**src/rtl/cr_bitstream_unpacker.sv**
```systemverilog
// Cr Huffman bitstream sink: buffers 32-bit packed words in a small FIFO,
// splits them into bytes MSB first, inserts 0x00 after every 0xFF and pads
// the final partial word with 1s on flush.
//
// Ports
//   clk, rst            clock, synchronous active-high reset
//   data_ready          JPEG_bitstream holds a full 32-bit word (pulse)
//   JPEG_bitstream      packed bits, MSB first, left-aligned
//   output_reg_count    valid residual bits at flush (0..31)
//   end_of_block_empty  flush request for the final residual (pulse)
//   byte_out/byte_valid/byte_ready  downstream byte handshake
//   fifo_full           word FIFO holds DEPTH entries (combinational)
//   overflow            sticky, set when a word was dropped
//   flush_done          pulse after the last byte of a flush is accepted
module cr_bitstream_unpacker #(
   parameter int unsigned DEPTH = 4
) (
   input  logic        clk,
   input  logic        rst,
   input  logic        data_ready,
   input  logic [31:0] JPEG_bitstream,
   input  logic [4:0]  output_reg_count,
   input  logic        end_of_block_empty,
   output logic [7:0]  byte_out,
   output logic        byte_valid,
   input  logic        byte_ready,
   output logic        fifo_full,
   output logic        overflow,
   output logic        flush_done
);

   localparam int unsigned AW = (DEPTH > 1) ? $clog2(DEPTH) : 1;
   localparam int unsigned CW = AW + 1;

   typedef struct packed {
      logic [31:0] data;
      logic [2:0]  nbytes;
      logic        last;
   } entry_t;

   typedef enum logic [1:0] {
      S_IDLE,
      S_EMIT,
      S_STUFF
   } state_t;

   entry_t          mem [DEPTH];
   logic [AW-1:0]   wr_ptr, rd_ptr;
   logic [CW-1:0]   count;
   logic            fifo_empty;
   entry_t          head;

   state_t          state, state_nxt;
   logic [31:0]     sh_data, sh_data_nxt;
   logic [2:0]      rem, rem_nxt;
   logic            cur_last, cur_last_nxt;
   logic [7:0]      byte_out_nxt;
   logic            byte_valid_nxt;
   logic            flush_done_nxt;
   logic            overflow_nxt;
   logic            pend_flush, pend_flush_nxt;

   logic            push_req_c, push_c, pop_c, drop_c, advance_c;
   entry_t          push_entry_c;
   logic [5:0]      ceil_sum_c;

   assign fifo_empty = (count == '0);
   assign fifo_full  = (count == CW'(DEPTH));
   assign head       = mem[rd_ptr];
   assign ceil_sum_c = {1'b0, output_reg_count} + 6'd7;

   // Enqueue arbitration. A same-cycle word + flush becomes a word now and
   // an n=0 flush entry next cycle; anything else arriving that cycle is lost.
   always_comb begin
      push_req_c     = 1'b0;
      push_entry_c   = '0;
      pend_flush_nxt = pend_flush;
      drop_c         = 1'b0;
      if (pend_flush) begin
         push_req_c     = 1'b1;
         push_entry_c   = '{data: 32'hFFFF_FFFF, nbytes: 3'd0, last: 1'b1};
         pend_flush_nxt = 1'b0;
         drop_c         = data_ready | end_of_block_empty;
      end else if (data_ready) begin
         push_req_c     = 1'b1;
         push_entry_c   = '{data: JPEG_bitstream, nbytes: 3'd4, last: 1'b0};
         pend_flush_nxt = end_of_block_empty;
      end else if (end_of_block_empty) begin
         push_req_c   = 1'b1;
         push_entry_c = '{data:   JPEG_bitstream | (32'hFFFF_FFFF >> output_reg_count),
                          nbytes: ceil_sum_c[5:3],
                          last:   1'b1};
      end
      // A pop in the same cycle frees the slot, so a full FIFO still accepts.
      push_c       = push_req_c & (~fifo_full | pop_c);
      overflow_nxt = overflow | drop_c | (push_req_c & ~push_c);
   end

   // Word FIFO storage and pointers.
   always_ff @(posedge clk) begin
      if (rst) begin
         wr_ptr <= '0;
         rd_ptr <= '0;
         count  <= '0;
      end else begin
         if (push_c) begin
            mem[wr_ptr] <= push_entry_c;
            wr_ptr      <= wr_ptr + AW'(1);
         end
         if (pop_c) begin
            rd_ptr <= rd_ptr + AW'(1);
         end
         count <= count + CW'(push_c) - CW'(pop_c);
      end
   end

   // Byte FSM next state. Loading an entry presents its first byte on the
   // same edge that pops it, giving first byte_valid two cycles after input.
   always_comb begin
      state_nxt      = state;
      sh_data_nxt    = sh_data;
      rem_nxt        = rem;
      cur_last_nxt   = cur_last;
      byte_out_nxt   = byte_out;
      byte_valid_nxt = byte_valid;
      flush_done_nxt = 1'b0;
      pop_c          = 1'b0;
      advance_c      = 1'b0;

      case (state)
         S_IDLE: begin
            if (!fifo_empty) pop_c = 1'b1;
         end
         S_EMIT: begin
            if (byte_valid && byte_ready) begin
               if (byte_out == 8'hFF) begin
                  byte_out_nxt = 8'h00;
                  state_nxt    = S_STUFF;
               end else begin
                  advance_c = 1'b1;
               end
            end
         end
         S_STUFF: begin
            if (byte_valid && byte_ready) advance_c = 1'b1;
         end
         default: begin
            state_nxt      = S_IDLE;
            byte_valid_nxt = 1'b0;
         end
      endcase

      // Move past the accepted byte: next byte, end of flush, or next entry.
      if (advance_c) begin
         if (rem != 3'd0) begin
            sh_data_nxt  = {sh_data[23:0], 8'h00};
            byte_out_nxt = sh_data[23:16];
            rem_nxt      = rem - 3'd1;
            state_nxt    = S_EMIT;
         end else begin
            byte_valid_nxt = 1'b0;
            state_nxt      = S_IDLE;
            if (cur_last) flush_done_nxt = 1'b1;
            else if (!fifo_empty) pop_c = 1'b1;
         end
      end

      if (pop_c) begin
         sh_data_nxt  = head.data;
         byte_out_nxt = head.data[31:24];
         cur_last_nxt = head.last;
         if (head.nbytes == 3'd0) begin
            byte_valid_nxt = 1'b0;
            flush_done_nxt = head.last;
            rem_nxt        = 3'd0;
            state_nxt      = S_IDLE;
         end else begin
            byte_valid_nxt = 1'b1;
            rem_nxt        = head.nbytes - 3'd1;
            state_nxt      = S_EMIT;
         end
      end
   end

   // FSM and output registers.
   always_ff @(posedge clk) begin
      if (rst) begin
         state      <= S_IDLE;
         sh_data    <= '0;
         rem        <= '0;
         cur_last   <= 1'b0;
         byte_out   <= '0;
         byte_valid <= 1'b0;
         flush_done <= 1'b0;
         overflow   <= 1'b0;
         pend_flush <= 1'b0;
      end else begin
         state      <= state_nxt;
         sh_data    <= sh_data_nxt;
         rem        <= rem_nxt;
         cur_last   <= cur_last_nxt;
         byte_out   <= byte_out_nxt;
         byte_valid <= byte_valid_nxt;
         flush_done <= flush_done_nxt;
         overflow   <= overflow_nxt;
         pend_flush <= pend_flush_nxt;
      end
   end

endmodule

```
**config.mk**
```make
export PLATFORM = sky130hd
export DESIGN_NAME = cr_bitstream_unpacker
export DESIGN_NICKNAME = d
export VERILOG_FILES = /design/src/rtl/cr_bitstream_unpacker.sv
export SDC_FILE = /design/constraint.sdc
export NUM_CORES = 1
export LEC_CHECK = 0
export ABC_AREA = 1
export BUFFER_PORTS_ARGS = -buffer_cell sky130_fd_sc_hd__buf_2
export CORE_ASPECT_RATIO = 1.25
export CORE_MARGIN = 4
export CORE_UTILIZATION = 50
export DETAILED_ROUTE_END_ITERATION = 6
export PLACE_DENSITY = 0.77
export SLEW_MARGIN = 20
export SYNTH_ARGS = -nofsm -noshare
export SYNTH_HDL_FRONTEND = slang
export SYNTH_SLANG_ARGS = --single-unit
```
**constraint.sdc**
```tcl
create_clock -name clk -period 3.4 [get_ports clk]
set_clock_uncertainty 0.05 [all_clocks]
set_input_delay 0.17 -clock clk [delete_from_list [all_inputs] [get_ports clk]]
set_output_delay 0.17 -clock clk [all_outputs]
set_load 0.02 [all_outputs]
```
-- After elaboration in Yosys (flattened, before gate mapping)
Memory sizes are Yosys's and may differ from the RTL's. A register that Yosys moved wholly into a read port is not among the register bits.
Index checks and enable logic that the tools add are counted.
- mux-type cells: 52
- reductions and logical operators: 12
- add/sub/neg operators: 7
- shift operators: 1
- equal/unequal tests: 7
- bitwise operators: 10
- operators with widths (cell ; number):
    $mux 36 ; 3
    $mux 24 ; 3
    $mux 8 ; 6
    $or 32x32->32 ; 1
    $shr 32x5->32 const A ; 1
    $mux 1 ; 28
    $mux 2 ; 6
    $mux 3 ; 4
    $eq 8x8->1 const B ; 1
    $ne 4x4->1 const B ; 2
    $add 5x3->6 const B ; 1
    $logic_not 3->1 ; 2
    $reduce_or 3->1 ; 2
    $sub 3x1->3 const B ; 2
    $add 2x1->2 const B ; 2
    $or 1x1->1 ; 4
    $pmux 2 s2 ; 1
    $reduce_bool 2->1 ; 2
    $add 3x1->3 ; 1
    $eq 3x3->1 const B ; 1
    $ne 3x1->1 const B ; 1
    $not 1->1 ; 3
    $reduce_and 3->1 ; 1
    $reduce_bool 3->1 ; 1
    9 further kinds ; 10
- register bits: 49
- output and inout bits: 12
- memories kept: 1
- RAM bits: 144
- memories (name ; words ; width ; read ports ; clocked after Yosys merged registers in ; write ports ; line ; text):
    mem ; 4 ; 36 ; 1 ; 1 ; 1 ; 47 ; entry_t mem [DEPTH];

-- Logic depth before layout (Yosys ltp)
Gate-level depths: netlist of the first run.
- depth after elaboration: 12
- gate-level depth with buffers: 16

-- Worst setup path after synthesis of the first run
OpenSTA, ideal clock, no wires.
- path type: reg2reg
- from: register rem[0]
- to: memory mem[0][0] (netlist bit), enable pin
- data arrival time: 2.805 ns
- setup slack: 0.115 ns
- buffers on the path: 0
- cell stages (with the launch flop): 11
- path through: dfxtp_1 > inv_1 > ha_1 > inv_1 > nor2_4 > inv_2 > nor2_2 > nand3_2 > nand3_1 > nand3_1 > nor2_1
- word-level cells in the longest chain between the ends: 8
- ends and longest elaborated chain (item ; line ; text):
    start: declaration ; 55 ; logic [2:0] rem, rem_nxt;
    start signal: assignment ; 200 ; rem <= rem_nxt;
    $reduce_bool 3->1 ; 155 ; if (rem != 3'd0) begin
    $mux 1 ; 155 ;
    $mux 1 ; 154 ; if (advance_c) begin
    $or 1x1->1 ; 95 ; push_c = push_req_c & (~fifo_full | pop_c);
    $and 1x1->1 ; 95 ;
    $mux 1 ; 106 ; if (push_c) begin
    $mux 1 ; 101 ; if (rst) begin
    $mux 1 (implied by the code) ; 107 ; mem[wr_ptr] <= push_entry_c;
    end: declaration ; 47 ;
No other way between the ends.

-- Worst setup path in the final report of the first run
- from: register state[0]
- to: register count[2]
- word-level cells in the longest chain between the ends: 10
- elaborated cells on any way between the ends: 13
- ends and longest elaborated chain (item ; line ; text):
    start: declaration ; 53 ; state_t state, state_nxt;
    start signal: assignment ; 198 ; state <= state_nxt;
    $logic_not 2->1 ; 130 ; case (state)
    $mux 1 ; 130 ;
    $mux 1 ; 164 ; else if (!fifo_empty) pop_c = 1'b1;
    $mux 1 ; 163 ; if (cur_last) flush_done_nxt = 1'b1;
    $mux 1 ; 155 ;
    $mux 1 * ; 154 ;
    $or 1x1->1 ; 95 ;
    $and 1x1->1 ; 95 ;
    $add 3x1->3 ; 113 ; count <= count + CW'(push_c) - CW'(pop_c);
    $sub 3x1->3 * ; 113 ;
    end signal: assignment ; 113 ;
    end: declaration ; 49 ; logic [CW-1:0] count;
Mark *: on every way between the ends. The rest lies on a longest branch, timed or not.
A chain may end at the register's enable or synchronous reset.

==> results of run 1 <==
==> routing by layer <==
layer | vias up | wire length (um) | share of wire | global-route usage
met5 | - | 0 | 0 | 0
met3 | 37 | 1220 | 0.063 | 0.0340
met4 | 0 | 434 | 0.022 | 0.0766
met1 | 2997 | 8270 | 0.43 | 0.262
met2 | 247 | 9360 | 0.49 | 0.332
li1 | 3108 | - | - | -
==> cells by family after synthesis <==
family,Yosys count
AND/OR/NAND/NOR,380
flip-flops,195
AO/OA/AOI/OAI,178
buffers and inverters,126
adder cells (fa/ha/maj),14
XOR/XNOR,2
==> timing repair <==
action | 4_1_cts | 5_1_grt
gates resized for setup | 0 | 0
hold buffers | 1 | 0
hold endpoints to repair | 1 | 0
==> sequential cells by signal, indices dropped and copies added, names as in the netlist, named ones only <==
name	flops
cur_last	1
count	3
state	2
sh_data	24
rem	3
overflow	1
pend_flush	1
wr_ptr	2
byte_valid	1
flush_done	1
byte_out	8
rd_ptr	2
mem	144
==> power groups by stage <==
stage               Sequential [mW]  Combinational (mW)  Clock, mW
floorplan                      3.22                2.10          0
CTS                            3.15                2.79       2.06
detailed placement             3.20                2.76          0
global route                   3.19                3.14       2.17
finish                         3.15                2.79       2.05
global placement               3.18                2.70          0
==> critical path, delay by kind of cell, from the launching register on <==
family / cells / cell delay [ns]
flops: 1 / 0.40
compound gates: 4 / 0.51
simple gates: 3 / 0.78
fa+ha+maj: 3 / 0.77
buf+inv: 2 / 0.14
==> cell type report <==
cell class	instances	area, um^2	share of cell area
clock buffer	18	439	0.0452
clock inverter	14	185	0.0191
inverter	81	307	0.0316
multi-input combinational	574	2800	0.288
sequential	195	5350	0.551
tap	220	275	0.0284
timing repair buffer	65	358	0.0369
==> placed cells by master, fill, tap and decap left out, types with 22 or more instances in the layout <==
| cell | Yosys | final |
|---|---|---|
| nor2_1 | 133 | 129 |
| o22ai_1 | 22 | 22 |
| nand3_1 | 34 | 34 |
| inv_1 | 77 | 77 |
| dfxtp_1 | 51 | 50 |
| o21ai_0 | 63 | 63 |
| a21oi_1 | 62 | 62 |
| buf_2 | 18 | 53 |
| nand2_1 | 185 | 185 |
| edfxtp_1 | 144 | 144 |
==> path summary, 6_finish.rpt <==
check                                       start         end  slack, ns
worst min register to register         sh_data[1]  sh_data[1]       0.42
worst max-delay path                     state[0]    count[2]       0.64
worst min-delay path            JPEG_bitstream[3]   mem[3][7]       0.04
worst max register to register           state[0]    count[2]       0.64
==> per-stage QoR <==
stage	hold slack [ns]	cell area [um^2]	util
floorplan	0.292	8660	-
global placement	0.402	9070	0.537
detailed placement	0.408	9070	0.537
CTS	0.0184	9710	0.574
global route	0.0473	9710	0.574
finish	0.0369	9710	0.574
==> results.sh, run 1 <==
export IMPL_crit_arrival_ns=3.04
export IMPL_hold_path_class="in -> reg"
export IMPL_viasPerCell=5.47
export IMPL_slew_headroom=0.410
export IMPL_worstHoldPathCells=3
export IMPL_yosysMostFrequentCell="nand2_1"
export IMPL_synth_common_cells="185 x nand2_1, 144 x edfxtp_1, 133 x nor2_1"
export IMPL_critPathRequiredTime_ns=3.67
export IMPL_start_util=0.512
export IMPL_die_area_um2=19500
export IMPL_synth_ff_type="edfxtp_1"
export IMPL_clockBufferDepth=2
export IMPL_cts_root_buffer="clkbuf_16"
export IMPL_cts_max_level=4
export IMPL_leakage_nw=3.91
export IMPL_fin_crit_sh=0.813
export IMPL_routabilityCongestion=0.874
export IMPL_num_nets_final=990
export IMPL_slowest_stage="dfxtp_1"
export IMPL_vdd_drop_max_mv=0.384
export IMPL_yosysWarnings=0
export IMPL_syn_num_nets=951
export IMPL_netlist_instances=895
export IMPL_crit_type="reg -> reg"
export IMPL_first_pass_iters=5
export IMPL_cts_tree="built"
export IMPL_p_seq_frac=0.394
export IMPL_ys_async_sr_fraction=0
export IMPL_drc=0
export IMPL_die_y_um=155
export IMPL_yosys_mux_area_fraction=0
export IMPL_num_vias=6389
export IMPL_cts_setup_buffers=0
export IMPL_p_int_mw=4.86
export IMPL_clock_fmax_mhz=362
export IMPL_grt_max_degree=72
export IMPL_netlist_area_um2=8660
export IMPL_grt_pass1_wl_mm=30.7
export IMPL_port_buffers=53
export IMPL_n_fill_cell=1404
export IMPL_maxCapViolations=0
export IMPL_switching_share=0.392
export IMPL_layout_setup_ws_ns=0.636
export IMPL_clkPwrFrac=0.256
export IMPL_dp_slack_ns=0.650
export IMPL_coreArea_um2=16900
export IMPL_synth_xor_area_share=0.00202
export IMPL_power_mw=7.99
export IMPL_synth_simple_area_share=0.180
export IMPL_setup_violations_final=0
export IMPL_p_comb_frac=0.350
export IMPL_overflow=0
export IMPL_drive_above_1_share=0.128
export IMPL_drt_initial_drc_count=655
export IMPL_dp_cells=1134
export IMPL_antenna_found_initial=0
export IMPL_row_count=53
export IMPL_worstPathMaxFanout=19
export IMPL_p_per_area_nw_per_um2=823
export IMPL_die_w_um=126
export IMPL_status="finished, final reports clean"
export IMPL_cts_reportedPaths_clkPinSlew_ns=0.08
export IMPL_r2r_cells=12
export IMPL_cp_cell_sequence="inv_1 -> ha_1 -> nand2_1 -> o21ai_0 -> nand2_2 -> nand3_1 -> o21ai_0 -> ha_1 -> inv_1 -> fa_1 -> o21ai_0 -> a21oi_1"
export IMPL_ant_nets=0
export IMPL_synth_edf_count=144
export IMPL_fin_crit_ns=2.76
export IMPL_io_pins=54
export IMPL_synth_area_leaders="edfxtp_1 50%, dfxtp_1 12%, nand2_1 8.0%, nor2_1 5.8%, o21ai_0 3.6%"
export IMPL_end_kind="flip-flop"
export IMPL_diodes=0
export IMPL_ys_ff_latch=195
export IMPL_tightest_slew_ns=0.882
export IMPL_synth_compound_area_share=0.116
export IMPL_synth_top_cell_by_area="edfxtp_1"
export IMPL_cts_inserted_buffers=17
export IMPL_wl_per_cell_um=16.5
export IMPL_gr_usage_all_layers=0.199
export IMPL_power_switching_mw=3.13
export IMPL_area_growth_pct=12.1
export IMPL_insertion_delay_ns=0.44
export IMPL_maxSlewViolCount=0
export IMPL_hold_violations=0
export IMPL_ys_types=36
export IMPL_cpPeakStageDelay_ns=0.40
export IMPL_worst_path_most_repeated_cell="o21ai_0"
export IMPL_yosysSeqAreaShare=0.617
export IMPL_synth_top_family_by_area="simple AND/OR/NAND/NOR gates"
export IMPL_synthAdderAreaFrac=0.0211
export IMPL_grt_pass1_vias=6103
export IMPL_synthDominantCellAreaShare=0.499
export IMPL_critPathLaunchType="flip-flop"
export IMPL_dpl_hpwl_mm=12.8
export IMPL_finalNonFillerCells=1167
export IMPL_clkSinkCount=195
export IMPL_rsz0062_at_grt="no"
export IMPL_syn_mean_instance_area_um2=9.68
export IMPL_finalSetupTns_ns=0
export IMPL_drt_total_wl_mm=19.3
(Power assumes the default switching activity.)
==> inputs of run 2 (changes only) <==
--- a/config.mk
+++ b/config.mk
@@ -5,13 +5,13 @@
 export SDC_FILE = /design/constraint.sdc
 export NUM_CORES = 1
 export LEC_CHECK = 0
-export ABC_AREA = 1
+export ABC_AREA = 0
 export BUFFER_PORTS_ARGS = -buffer_cell sky130_fd_sc_hd__buf_2
 export CORE_ASPECT_RATIO = 1.25
 export CORE_MARGIN = 4
 export CORE_UTILIZATION = 50
 export DETAILED_ROUTE_END_ITERATION = 6
-export PLACE_DENSITY = 0.77
+export PLACE_DENSITY = 0.75
 export SLEW_MARGIN = 20
 export SYNTH_ARGS = -nofsm -noshare
 export SYNTH_HDL_FRONTEND = slang
==> constraint.sdc (replaced) <==
create_clock -name clk -period 2.8 [get_ports clk]
set_clock_uncertainty 0.05 [all_clocks]
set_input_delay 0.14 -clock clk [delete_from_list [all_inputs] [get_ports clk]]
set_output_delay 0.14 -clock clk [all_outputs]
set_load 0.02 [all_outputs]
==> results.sh, run 2 <==
export IMPL_status="finished, final reports clean"
export IMPL_layout_setup_ws_ns=0.137
export IMPL_cts_reportedPaths_clkPinSlew_ns=0.07
export IMPL_num_nets_final=699
export IMPL_dp_slack_ns=0.0108
export IMPL_finalSetupTns_ns=0
export IMPL_synth_edf_count=144
export IMPL_critPathLaunchType="flip-flop"
export IMPL_netlist_instances=589
export IMPL_first_pass_iters=5
export IMPL_die_w_um=123
export IMPL_port_buffers=53
export IMPL_hold_buffers=0
export IMPL_coreArea_um2=16200
export IMPL_overflow=0
export IMPL_dp_cells=839
export IMPL_cts_inserted_buffers=17
export IMPL_rsz0062_at_grt="no"
export IMPL_largest_reg_flops=144
export IMPL_syn_num_nets=645
export IMPL_crit_arrival_ns=2.77
export IMPL_drc=0
export IMPL_r2r_cells=9
export IMPL_area_growth_pct=13.9
export IMPL_antenna_found_initial=0
export IMPL_drive_above_1_share=0.239
export IMPL_routabilityCongestion=0.847
export IMPL_yosysSeqAreaShare=0.647
export IMPL_diodes=0
export IMPL_design_area_um2=9410
export IMPL_viasPerCell=6.08
export IMPL_tightest_slew_ns=0.686
export IMPL_yosysMostFrequentCell="edfxtp_1"
export IMPL_ys_types=57
export IMPL_synth_ff_type="edfxtp_1"
export IMPL_io_pins=54
export IMPL_layout_common_cells="144 x edfxtp_1, 78 x nor2_1, 53 x buf_2"
export IMPL_hold_path_class="in -> reg"
export IMPL_yosysWarnings=0
export IMPL_row_count=52
export IMPL_maxSlewViolCount=0
export IMPL_power_mw=8.63
export IMPL_grt_pass1_wl_mm=29.2
export IMPL_die_y_um=152
export IMPL_worstHoldStart="end_of_block_empty"
export IMPL_grt_pass1_vias=5297
export IMPL_synth_top_cell_by_area="edfxtp_1"
export IMPL_netlist_area_um2=8260
export IMPL_p_per_area_nw_per_um2=918
export IMPL_regMostFlops="mem"
export IMPL_worstHoldPathCells=2
export IMPL_synth_area_leaders="edfxtp_1 52%, dfxtp_1 12%, mux4_2 9.8%, nor2_1 3.5%, ha_1 2.0%"
export IMPL_reg_top3="mem: 144 flops, sh_data: 24 flops, byte_out: 8 flops"
export IMPL_grt_max_degree=52
export IMPL_setup_violations_final=0
export IMPL_start_util=0.510
export IMPL_multi_input_area_um2=2730
export IMPL_ys_async_sr_fraction=0
export IMPL_clockBufferDepth=2
export IMPL_drt_total_wl_mm=18.9
export IMPL_maxCapViolations=0
export IMPL_clkSinkCount=195
export IMPL_ant_nets=0
export IMPL_layout_commonest_cell="edfxtp_1"
export IMPL_worstPathMaxFanout=36
export IMPL_insertion_delay_ns=0.43
export IMPL_holdWs_ns=0.0433
export IMPL_hold_violations=0
export IMPL_synth_common_cells="144 x edfxtp_1, 78 x nor2_1, 51 x dfxtp_1"
export IMPL_wl_per_cell_um=21.7
export IMPL_rr_startpoint="state[0]"
export IMPL_cts_max_level=4
export IMPL_fin_crit_ns=2.66
export IMPL_gr_usage_all_layers=0.211
export IMPL_vdd_drop_max_mv=0.537
export IMPL_crit_type="reg -> reg"
export IMPL_postLayoutCoreUtil=0.581
export IMPL_dpl_hpwl_mm=12.6
export IMPL_slew_headroom=0.539
export IMPL_die_area_um2=18600
export IMPL_regArea_um2=5350
export IMPL_end_kind="flip-flop"
export IMPL_n_fill_cell=1229
export IMPL_startpoint="state[0]"
export IMPL_leakage_nw=3.22
export IMPL_drt_initial_drc_count=514
export IMPL_cts_root_buffer="clkbuf_16"
export IMPL_finalNonFillerCells=872
export IMPL_num_vias=5304
export IMPL_cts_tree="built"
export IMPL_ys_ff_latch=195
export IMPL_syn_mean_instance_area_um2=14.0
export IMPL_post_dp_cell_area_um2=8840
export IMPL_synthDominantCellAreaShare=0.524
export IMPL_fin_crit_sh=0.951
export IMPL_clock_fmax_mhz=376
export IMPL_critPathRequiredTime_ns=2.91
run 2: routing by layer:
layer | GRT usage | routed length (um) | share of wire | vias to the layer above
met5 | 0 | 0 | 0 | -
met4 | 0.0896 | 648 | 0.034 | 0
met3 | 0.0453 | 1270 | 0.067 | 56
met2 | 0.341 | 9320 | 0.49 | 245
met1 | 0.277 | 7670 | 0.41 | 2634
li1 | - | - | - | 2369
run 2: report_power, final:
part           leakage, nW  switching, mW  internal, mW  total, mW
Clock                0.252           1.03          1.21       2.25
Sequential            1.74          0.263          3.59       3.85
Combinational         1.23           1.49          1.05       2.54
run 2: critical path, cell delays in order (launching register included):
cell and delay, ns:
dfxtp_2 0.36, inv_1 0.07, ha_1 0.31, and4_1 0.19, o2111a_2 0.17, buf_4 0.16
nor4_1 0.46, nor3_1 0.15, and2_2 0.25, buf_12 0.18
run 2: worst paths after layout:
| path | to | slack [ns] |
|---|---|---|
| setup / recovery | mem[2][28] | 0.14 |
| hold / removal | pend_flush | 0.04 |
| setup reg to reg | mem[2][28] | 0.14 |
| hold reg to reg | byte_out[4] | 0.45 |
run 2: final cells by class:
class                      instances  area share
timing repair buffer              71      0.0479
sequential                       195       0.568
multi-input combinational        340       0.290
inverter                          18     0.00718
tap                              216      0.0287
clock inverter                    15      0.0125
clock buffer                      17      0.0452
run 2: repair_timing:
| item | 4_1_cts | 5_1_grt |
|---|---|---|
| setup buffers | 0 | 1 |
| setup endpoints to repair | 1 | 145 |
| gates cloned | 0 | 0 |
| pin swaps | 0 | 3 |
| resized for setup | 1 | 5 |
run 2: kinds of logic after synthesis:
group | share of synthesized area
flops | 0.647
compound gates | 0.0932
fa+ha+maj | 0.0221
simple gates | 0.0936
mux | 0.112
buf+inv | 0.0268
xor+xnor | 0.00530
